<file path="src/rtl/thcattus_keypad_pkg.sv">
// Shared types and helpers for the matrix-keypad scanner.
// The optional auto-repeat feature is enabled by THCATTUS_KEYPAD_AUTOREPEAT_EN.
package thcattus_keypad_pkg;

  typedef enum logic [1:0] {
    StIdle,
    StDebPress,
    StHeld,
    StDebRel
  } kp_state_e;

  // Frame results carry a found flag beside the code; found == KeyNone means no key.
  localparam logic KeyNone = 1'b0;

  function automatic int unsigned code_width(int unsigned rows, int unsigned cols);
    return $clog2(rows * cols);
  endfunction

endpackage

</file>
<file path="src/rtl/thcattus_keypad_scanner_if.sv">
// Key-event stream from the keypad scanner to control logic (valid/ready).
interface thcattus_keypad_scanner_if #(
  parameter int unsigned CODE_W = 4
) ();
  logic [CODE_W-1:0] key_code;
  logic              key_valid;
  logic              key_ready;
  logic              key_pressed;

  modport master (
    output key_code,
    output key_valid,
    output key_pressed,
    input  key_ready
  );

  modport slave (
    input  key_code,
    input  key_valid,
    input  key_pressed,
    output key_ready
  );
endinterface

</file>
<file path="src/rtl/thcattus_keypad_scan_timer.sv">
// Column period divider and active-low one-hot column strobe generator.
module thcattus_keypad_scan_timer #(
  parameter int unsigned COLS = 4,
  parameter int unsigned DIV  = 10
) (
  input  logic                    clk,
  input  logic                    reset,
  output logic                    tick,
  output logic [$clog2(COLS)-1:0] col_idx,
  output logic                    frame_end,
  output logic [COLS-1:0]         col
);
  localparam int unsigned DivW = $clog2(DIV);
  localparam int unsigned ColW = $clog2(COLS);

  logic [DivW-1:0] div_q, div_d;
  logic [ColW-1:0] idx_q, idx_d;
  logic [COLS-1:0] col_q, col_d;

  assign tick      = (div_q == DivW'(DIV - 1));
  assign frame_end = tick && (idx_q == ColW'(COLS - 1));
  assign col_idx   = idx_q;
  assign col       = col_q;

  always_comb begin
    div_d = div_q + DivW'(1);
    idx_d = idx_q;
    col_d = col_q;
    if (tick) begin
      div_d = '0;
      idx_d = (idx_q == ColW'(COLS - 1)) ? '0 : idx_q + ColW'(1);
      // Rotating the single low bit keeps exactly one column driven.
      col_d = {col_q[COLS-2:0], col_q[COLS-1]};
    end
  end

  always_ff @(posedge clk or posedge reset) begin
    if (reset) begin
      div_q <= '0;
      idx_q <= '0;
      col_q <= ~COLS'(1);
    end else begin
      div_q <= div_d;
      idx_q <= idx_d;
      col_q <= col_d;
    end
  end
endmodule

</file>
<file path="src/rtl/thcattus_keypad_scanner.sv">
// Matrix keypad scanner: frame-based debounce FSM and one-event-per-press handshake.
// Define THCATTUS_KEYPAD_AUTOREPEAT_EN to re-emit held keys every REPEAT_FRAMES frames.
module thcattus_keypad_scanner
  import thcattus_keypad_pkg::*;
#(
  parameter int unsigned ROWS           = 4,
  parameter int unsigned COLS           = 4,
  parameter int unsigned CLOCK_FREQ     = 25_000_000,
  parameter int unsigned SCAN_RATE      = 1_000,
  parameter int unsigned DEBOUNCE_SCANS = 4,
  parameter int unsigned REPEAT_FRAMES  = 64
) (
  input  logic                      clk,
  input  logic                      reset,
  output logic [COLS-1:0]           col,
  input  logic [ROWS-1:0]           row,
  thcattus_keypad_scanner_if.master kp
);
  localparam int unsigned Div   = CLOCK_FREQ / SCAN_RATE;
  localparam int unsigned CodeW = code_width(ROWS, COLS);
  localparam int unsigned ColW  = $clog2(COLS);
  localparam int unsigned CntW  = $clog2(DEBOUNCE_SCANS + 1);
  localparam logic [CntW-1:0] DebLast = CntW'(DEBOUNCE_SCANS - 1);

  logic            tick, frame_end;
  logic [ColW-1:0] col_idx;
  logic [ROWS-1:0] row_s1_q, row_s2_q;

  thcattus_keypad_scan_timer #(
    .COLS (COLS),
    .DIV  (Div)
  ) u_timer (
    .clk       (clk),
    .reset     (reset),
    .tick      (tick),
    .col_idx   (col_idx),
    .frame_end (frame_end),
    .col       (col)
  );

  // Lowest low row in the current column; lower row wins.
  logic             cur_found;
  logic [CodeW-1:0] cur_code;
  always_comb begin
    cur_found = KeyNone;
    cur_code  = '0;
    for (int r = ROWS - 1; r >= 0; r--) begin
      if (!row_s2_q[r]) begin
        cur_found = 1'b1;
        cur_code  = CodeW'(int'(col_idx) * int'(ROWS) + r);
      end
    end
  end

  // Earlier columns win, so an accumulated hit is never replaced within a frame.
  logic             acc_found_q, frame_found;
  logic [CodeW-1:0] acc_code_q, frame_code;
  assign frame_found = acc_found_q | cur_found;
  assign frame_code  = acc_found_q ? acc_code_q : cur_code;

  kp_state_e        state_q, state_d;
  logic [CodeW-1:0] cand_q, cand_d, emit_code, code_q, code_d;
  logic [CntW-1:0]  cnt_q, cnt_d;
  logic             pressed_q, pressed_d, valid_q, valid_d, emit;
`ifdef THCATTUS_KEYPAD_AUTOREPEAT_EN
  localparam int unsigned RepW = $clog2(REPEAT_FRAMES + 1);
  logic [RepW-1:0] rep_q, rep_d;
`endif

  always_comb begin
    state_d   = state_q;
    cand_d    = cand_q;
    cnt_d     = cnt_q;
    pressed_d = pressed_q;
    emit      = 1'b0;
    emit_code = cand_q;
`ifdef THCATTUS_KEYPAD_AUTOREPEAT_EN
    rep_d     = rep_q;
`endif
    if (frame_end) begin
      unique case (state_q)
        StIdle: begin
          if (frame_found) begin
            cand_d    = frame_code;
            emit_code = frame_code;
            if (DEBOUNCE_SCANS == 1) begin
              state_d   = StHeld;
              pressed_d = 1'b1;
              emit      = 1'b1;
            end else begin
              state_d = StDebPress;
              cnt_d   = CntW'(1);
            end
          end
        end
        StDebPress: begin
          if (frame_found && frame_code == cand_q) begin
            cnt_d = cnt_q + CntW'(1);
            if (cnt_q == DebLast) begin
              state_d   = StHeld;
              pressed_d = 1'b1;
              emit      = 1'b1;
            end
          end else begin
            state_d = StIdle;
          end
        end
        StHeld: begin
          if (!frame_found) begin
            if (DEBOUNCE_SCANS == 1) begin
              state_d   = StIdle;
              pressed_d = 1'b0;
            end else begin
              state_d = StDebRel;
              cnt_d   = CntW'(1);
            end
          end
`ifdef THCATTUS_KEYPAD_AUTOREPEAT_EN
          else begin
            rep_d = rep_q + RepW'(1);
            if (rep_q == RepW'(REPEAT_FRAMES - 1)) begin
              rep_d = '0;
              emit  = 1'b1;
            end
          end
`endif
        end
        StDebRel: begin
          if (frame_found) begin
            state_d = StHeld;
          end else begin
            cnt_d = cnt_q + CntW'(1);
            if (cnt_q == DebLast) begin
              state_d   = StIdle;
              pressed_d = 1'b0;
            end
          end
        end
        default: state_d = StIdle;
      endcase
    end
`ifdef THCATTUS_KEYPAD_AUTOREPEAT_EN
    if (state_q != StHeld || state_d != StHeld) rep_d = '0;
`endif
  end

  // A pending event blocks new ones unless it is being accepted on this edge.
  always_comb begin
    valid_d = valid_q;
    code_d  = code_q;
    if (emit && (!valid_q || kp.key_ready)) begin
      valid_d = 1'b1;
      code_d  = emit_code;
    end else if (valid_q && kp.key_ready) begin
      valid_d = 1'b0;
    end
  end

  always_ff @(posedge clk or posedge reset) begin
    if (reset) begin
      row_s1_q    <= '1;
      row_s2_q    <= '1;
      acc_found_q <= KeyNone;
      acc_code_q  <= '0;
      state_q     <= StIdle;
      cand_q      <= '0;
      cnt_q       <= '0;
      pressed_q   <= 1'b0;
      valid_q     <= 1'b0;
      code_q      <= '0;
`ifdef THCATTUS_KEYPAD_AUTOREPEAT_EN
      rep_q       <= '0;
`endif
    end else begin
      row_s1_q  <= row;
      row_s2_q  <= row_s1_q;
      if (tick) begin
        acc_found_q <= frame_end ? KeyNone : frame_found;
        acc_code_q  <= frame_end ? '0 : frame_code;
      end
      state_q   <= state_d;
      cand_q    <= cand_d;
      cnt_q     <= cnt_d;
      pressed_q <= pressed_d;
      valid_q   <= valid_d;
      code_q    <= code_d;
`ifdef THCATTUS_KEYPAD_AUTOREPEAT_EN
      rep_q     <= rep_d;
`endif
    end
  end

  assign kp.key_code    = code_q;
  assign kp.key_valid   = valid_q;
  assign kp.key_pressed = pressed_q;
endmodule

</file>
<file path="src/flat_wrapper.sv">
// flat-port wrapper written by rule: the top's interface ports become plain ports
module thcattus_keypad_scanner_flat import thcattus_keypad_pkg::*;
#(
  parameter int unsigned ROWS           = 4,
  parameter int unsigned COLS           = 4,
  parameter int unsigned CLOCK_FREQ     = 25_000_000,
  parameter int unsigned SCAN_RATE      = 1_000,
  parameter int unsigned DEBOUNCE_SCANS = 4,
  parameter int unsigned REPEAT_FRAMES  = 64
)
  (clk, reset, col, row, kp_key_code, kp_key_valid, kp_key_pressed, kp_key_ready);
  thcattus_keypad_scanner_if #(.CODE_W(4)) kp_i ();
  input  logic clk;
  input  logic reset;
  output logic [COLS-1:0] col;
  input  logic [ROWS-1:0] row;
  output wire logic [$bits(kp_i.key_code)-1:0] kp_key_code;
  output wire logic [$bits(kp_i.key_valid)-1:0] kp_key_valid;
  output wire logic [$bits(kp_i.key_pressed)-1:0] kp_key_pressed;
  input wire logic [$bits(kp_i.key_ready)-1:0] kp_key_ready;
  assign kp_key_code = kp_i.key_code;
  assign kp_key_valid = kp_i.key_valid;
  assign kp_key_pressed = kp_i.key_pressed;
  assign kp_i.key_ready = kp_key_ready;
  thcattus_keypad_scanner #(.ROWS(ROWS), .COLS(COLS), .CLOCK_FREQ(CLOCK_FREQ), .SCAN_RATE(SCAN_RATE), .DEBOUNCE_SCANS(DEBOUNCE_SCANS), .REPEAT_FRAMES(REPEAT_FRAMES)) u_core (.clk(clk), .reset(reset), .col(col), .row(row), .kp(kp_i));
endmodule
</file>
<file path="config.mk">
export PLATFORM = sky130hd
export DESIGN_NAME = thcattus_keypad_scanner_flat
export DESIGN_NICKNAME = d
export VERILOG_FILES = /design/src/rtl/thcattus_keypad_pkg.sv /design/src/rtl/thcattus_keypad_scanner_if.sv /design/src/rtl/thcattus_keypad_scan_timer.sv /design/src/rtl/thcattus_keypad_scanner.sv /design/src/flat_wrapper.sv
export SDC_FILE = /design/constraint.sdc
export NUM_CORES = 1
export LEC_CHECK = 0
export CORE_MARGIN = 3
export CORE_UTILIZATION = 58
export CTS_CLUSTER_SIZE = 25
export DETAILED_ROUTE_END_ITERATION = 16
export PLACE_DENSITY = 0.79
export SETUP_SLACK_MARGIN = 0.4
export SYNTH_ARGS = -nofsm -noshare
export SYNTH_HDL_FRONTEND = slang
export SYNTH_HIERARCHICAL = 1
export SYNTH_SLANG_ARGS = --single-unit
export TNS_END_PERCENT = 20
</file>
<file path="constraint.sdc">
create_clock -name clk -period 2.9 [get_ports clk]
set_clock_uncertainty 0.2 [all_clocks]
set_input_delay 0.87 -clock clk [delete_from_list [all_inputs] [get_ports clk]]
set_output_delay 0.87 -clock clk [all_outputs]
set_load 0.02 [all_outputs]
</file>
==> flow_metrics.env <==
export IMPL_cp_max_fo=5
export IMPL_setup_slack_ns=0.382
export IMPL_drt_iter0_drc=234
export IMPL_rsz0062_at_grt="true"
export IMPL_synthXorXnorAreaFrac=0.0648
export IMPL_die_w_um=70.5
export IMPL_whs_path_depth=0
export IMPL_io_buffers=16
export IMPL_diodes=0
export IMPL_ir_worst_vdd_mv=0.427
export IMPL_vias=1811
export IMPL_path_class="reg -> reg"
export IMPL_status="finished clean"
export IMPL_grt_use_met3=0.0374
export IMPL_synth_simple_area_share=0.164
export IMPL_clock_sinks=49
export IMPL_use_met1=0.303
export IMPL_antenna_found_initial=0
export IMPL_gp_congestion=0.852
export IMPL_r2r_end="u_core/kp.key_code[2]$_DFFE_PP0P_"
export IMPL_pre_cts_slack_ns=0.103
export IMPL_synth_edff_count=0
export IMPL_path_clk_slew_ns=0.09
export IMPL_grt_pass1_wl_mm=8.48
export IMPL_initial_core_util=0.631
export IMPL_syn_inst=210
export IMPL_slew_headroom=0.605
export IMPL_min_delay_start="u_core/row_s1_q[2]$_DFF_PP1_"
export IMPL_min_to="u_core/row_s2_q[2]$_DFF_PP1_"
export IMPL_synth_compound_area_frac=0.133
export IMPL_ys_ff_latch=49
export IMPL_synth_fa_ha_area_frac=0.0207
export IMPL_finalCritPeriodShare=0.868
export IMPL_required_ns=2.88
export IMPL_ys_warn_count=6
export IMPL_cts_tree="done"
export IMPL_hp_class="reg -> reg"
export IMPL_wl_per_cell_um=17.9
export IMPL_reg2regPathDepth=10
export IMPL_viasPerCell=6.22
export IMPL_htreeDepth=2
export IMPL_r2r_slack_ns=0.38
export IMPL_tns_ns=0
export IMPL_syn_num_nets=221
export IMPL_use_met2=0.333
export IMPL_dieArea_um2=4970
export IMPL_fp_coreArea_um2=3830
export IMPL_hpwl_mm=3.32
export IMPL_grt_pass1_vias=1762
export IMPL_period_minus_slack_ns=2.52
export IMPL_tightest_slew_ns=0.593
export IMPL_synth_top_family_by_area="simple AND/OR/NAND/NOR gates"
export IMPL_worstPathArrival_ns=2.50
export IMPL_num_rows=22
export IMPL_muxShareOfSynthArea=0.0715
export IMPL_final_nets=253
export IMPL_final_hold_violation_count=0
export IMPL_finalSetupViolations=0
export IMPL_drcViolationCount=0
export IMPL_areaGrowthSynthToFinish_pct=18.7
export IMPL_final_layout_size_suffix_gt1_frac=0.251
export IMPL_r2r_start="u_core/u_timer/div_q[1]$_DFF_PP0_"
export IMPL_synth_distinct_cells=57
export IMPL_netlist_area_um2=2410
export IMPL_syn_area_per_cell_um2=11.5
export IMPL_grt_busiest_layer="met2"
export IMPL_die_height_um=70.5
export IMPL_finalWirelength_mm=5.22
export IMPL_grt_max_degree=29
export IMPL_drtAntennaViolNets=0
export IMPL_drtPass1Iterations=5
export IMPL_cts_root_buf="clkbuf_8"
export IMPL_postSynth_asyncResetShare=1.00
export IMPL_seq_area_frac_synth=0.514
export IMPL_crit_path_start_kind="register"
export IMPL_leakage_nw=1.20
export IMPL_timing_fmax_ghz=0.397
export IMPL_numCtsBuffers=5
export IMPL_end_kind="register"
export IMPL_track_usage=0.212
export IMPL_final_cell_mix="38 x dfrtp_1, 16 x nor2_1, 14 x clkdlybuf4s50_1"
export IMPL_clockBufferDepth=2
export IMPL_grt_overflow=0
export IMPL_slew_violations=0
export IMPL_power_per_cell_area_nw_per_um2=420
export IMPL_clk_latency_ns=0.30
export IMPL_layout_commonest_cell="dfrtp_1"
export IMPL_fill_cells=242
export IMPL_cap_violations=0
export IMPL_pin_count=17
export IMPL_ys_dominant_reg_cell="dfrtp_1"
==> metrics by stage <==
stage | hold WS (ns) | instances | total power, W | utilization | instance area (um2)
after floorplan | 0.145 | 210 | 0.000738 | - | 2420
after CTS | 0.163 | 283 | 0.00121 | 0.727 | 2780
after global placement | 0.146 | 274 | 0.000756 | 0.691 | 2640
after detailed placement | 0.149 | 274 | 0.000758 | 0.691 | 2640
after global routing | 0.169 | 291 | 0.00126 | 0.749 | 2860
final | 0.161 | 291 | 0.00120 | 0.749 | 2860
==> registers in the layout (all words and copies together), names as in the netlist <==
signal,count
u_core/cnt_q,3
u_core/cand_q,4
u_core/kp.key_pressed,1
u_core/row_s1_q,4
u_core/u_timer/div_q,15
u_core/state_q,2
u_core/row_s2_q,4
u_core/acc_found_q,1
u_core/kp.key_valid,1
u_core/acc_code_q,4
u_core/kp.key_code,4
u_core/u_timer/col,4
u_core/u_timer/col_idx,2
==> logic make-up after synthesis <==
family | after synthesis
and+or+nand+nor | 69
DFF | 49
muxes | 14
AOI/OAI and AO/OA | 41
xor gates and xnor gates | 17
buffers and inverters | 16
adders and majority gates | 4
==> synth_stat cells (all sizes together), types with 2 or more instances <==
library cell | number | area [um2]
xor2 | 5 | 51.3
a21oi | 4 | 20.0
and4 | 2 | 20.0
a21o | 2 | 15.0
o311ai | 2 | 32.5
xnor2 | 12 | 105
nor4 | 2 | 27.5
dfrtp | 38 | 951
a2111oi | 2 | 36.3
nand2 | 14 | 57.6
nand2b | 4 | 25.0
o21ai | 13 | 65.1
nor2 | 17 | 63.8
mux2i | 4 | 52.6
and3 | 3 | 18.8
o2bb2ai | 2 | 17.5
clkbuf | 2 | 7.51
a22oi | 2 | 15.0
o31ai | 3 | 22.5
and2 | 3 | 21.3
buf | 3 | 27.5
nand3 | 9 | 57.6
inv | 11 | 41.3
nor2b | 2 | 12.5
nand4 | 7 | 43.8
mux2 | 10 | 120
dfstp | 11 | 289
ha | 4 | 50.1
==> layout make-up <==
type | instances | area [um2] | area share
clock inverters | 2 | 15.0 | 0.00524
repair buffers | 29 | 259 | 0.0904
inverters | 11 | 41.3 | 0.0144
flip-flops and latches | 49 | 1240 | 0.433
multi-input cells | 146 | 1150 | 0.403
clock buffers | 6 | 93.8 | 0.0328
well taps | 48 | 60.1 | 0.0210
==> what timing repair did <==
action / CTS / global route
endpoints found under the setup margin: 12 / 8
resized for setup: 8 / 5
pin swaps: 0 / 2
hold buffers: 0 / 0
cloned: 0 / 1
buffers inserted: 1 / 7
==> critical path, stage by stage (launching register included) <==
cell,delay (ns)
dfrtp_1,0.41
ha_4,0.17
and4_4,0.24
nand4_1,0.11
nor2_2,0.12
and2_4,0.19
nor3b_4,0.32
o21ai_4,0.13
nand2_1,0.08
o21ai_0,0.10
mux2_1,0.32
==> how the worst max path moves through the flow <==
| stage | start | end | slack, ns | cells past startpoint |
|---|---|---|---|---|
| floorplan | u_core/u_timer/div_q[0]$_DFF_PP0_ | u_core/kp.key_code[0]$_DFFE_PP0P_ | 0.41 | 10 |
| global placement | u_core/u_timer/div_q[0]$_DFF_PP0_ | u_core/kp.key_code[1]$_DFFE_PP0P_ | 0.25 | 10 |
| detailed placement | u_core/u_timer/div_q[0]$_DFF_PP0_ | u_core/kp.key_code[3]$_DFFE_PP0P_ | 0.10 | 10 |
| CTS | u_core/u_timer/col[2]$_DFFE_PP1N_ | col[2] | 0.37 | 1 |
| global route | u_core/u_timer/div_q[1]$_DFF_PP0_ | u_core/kp.key_code[2]$_DFFE_PP0P_ | 0.27 | 10 |
| finish | u_core/u_timer/div_q[1]$_DFF_PP0_ | u_core/kp.key_code[2]$_DFFE_PP0P_ | 0.38 | 10 |
==> where the power goes <==
group          switching, W  internal, W
registers        0.00000372     0.000693
clock network      0.000231     0.000224
logic             0.0000331    0.0000170
total              0.000268     0.000935
==> layer usage <==
| metal | vias to the layer above | wire, um |
|---|---|---|
| met5 | - | 0 |
| met2 | 84 | 2640 |
| met1 | 895 | 2210 |
| li1 | 820 | - |
| met3 | 12 | 287 |
| met4 | 0 | 82 |
Note: power is estimated with default switching activity, not from simulation.
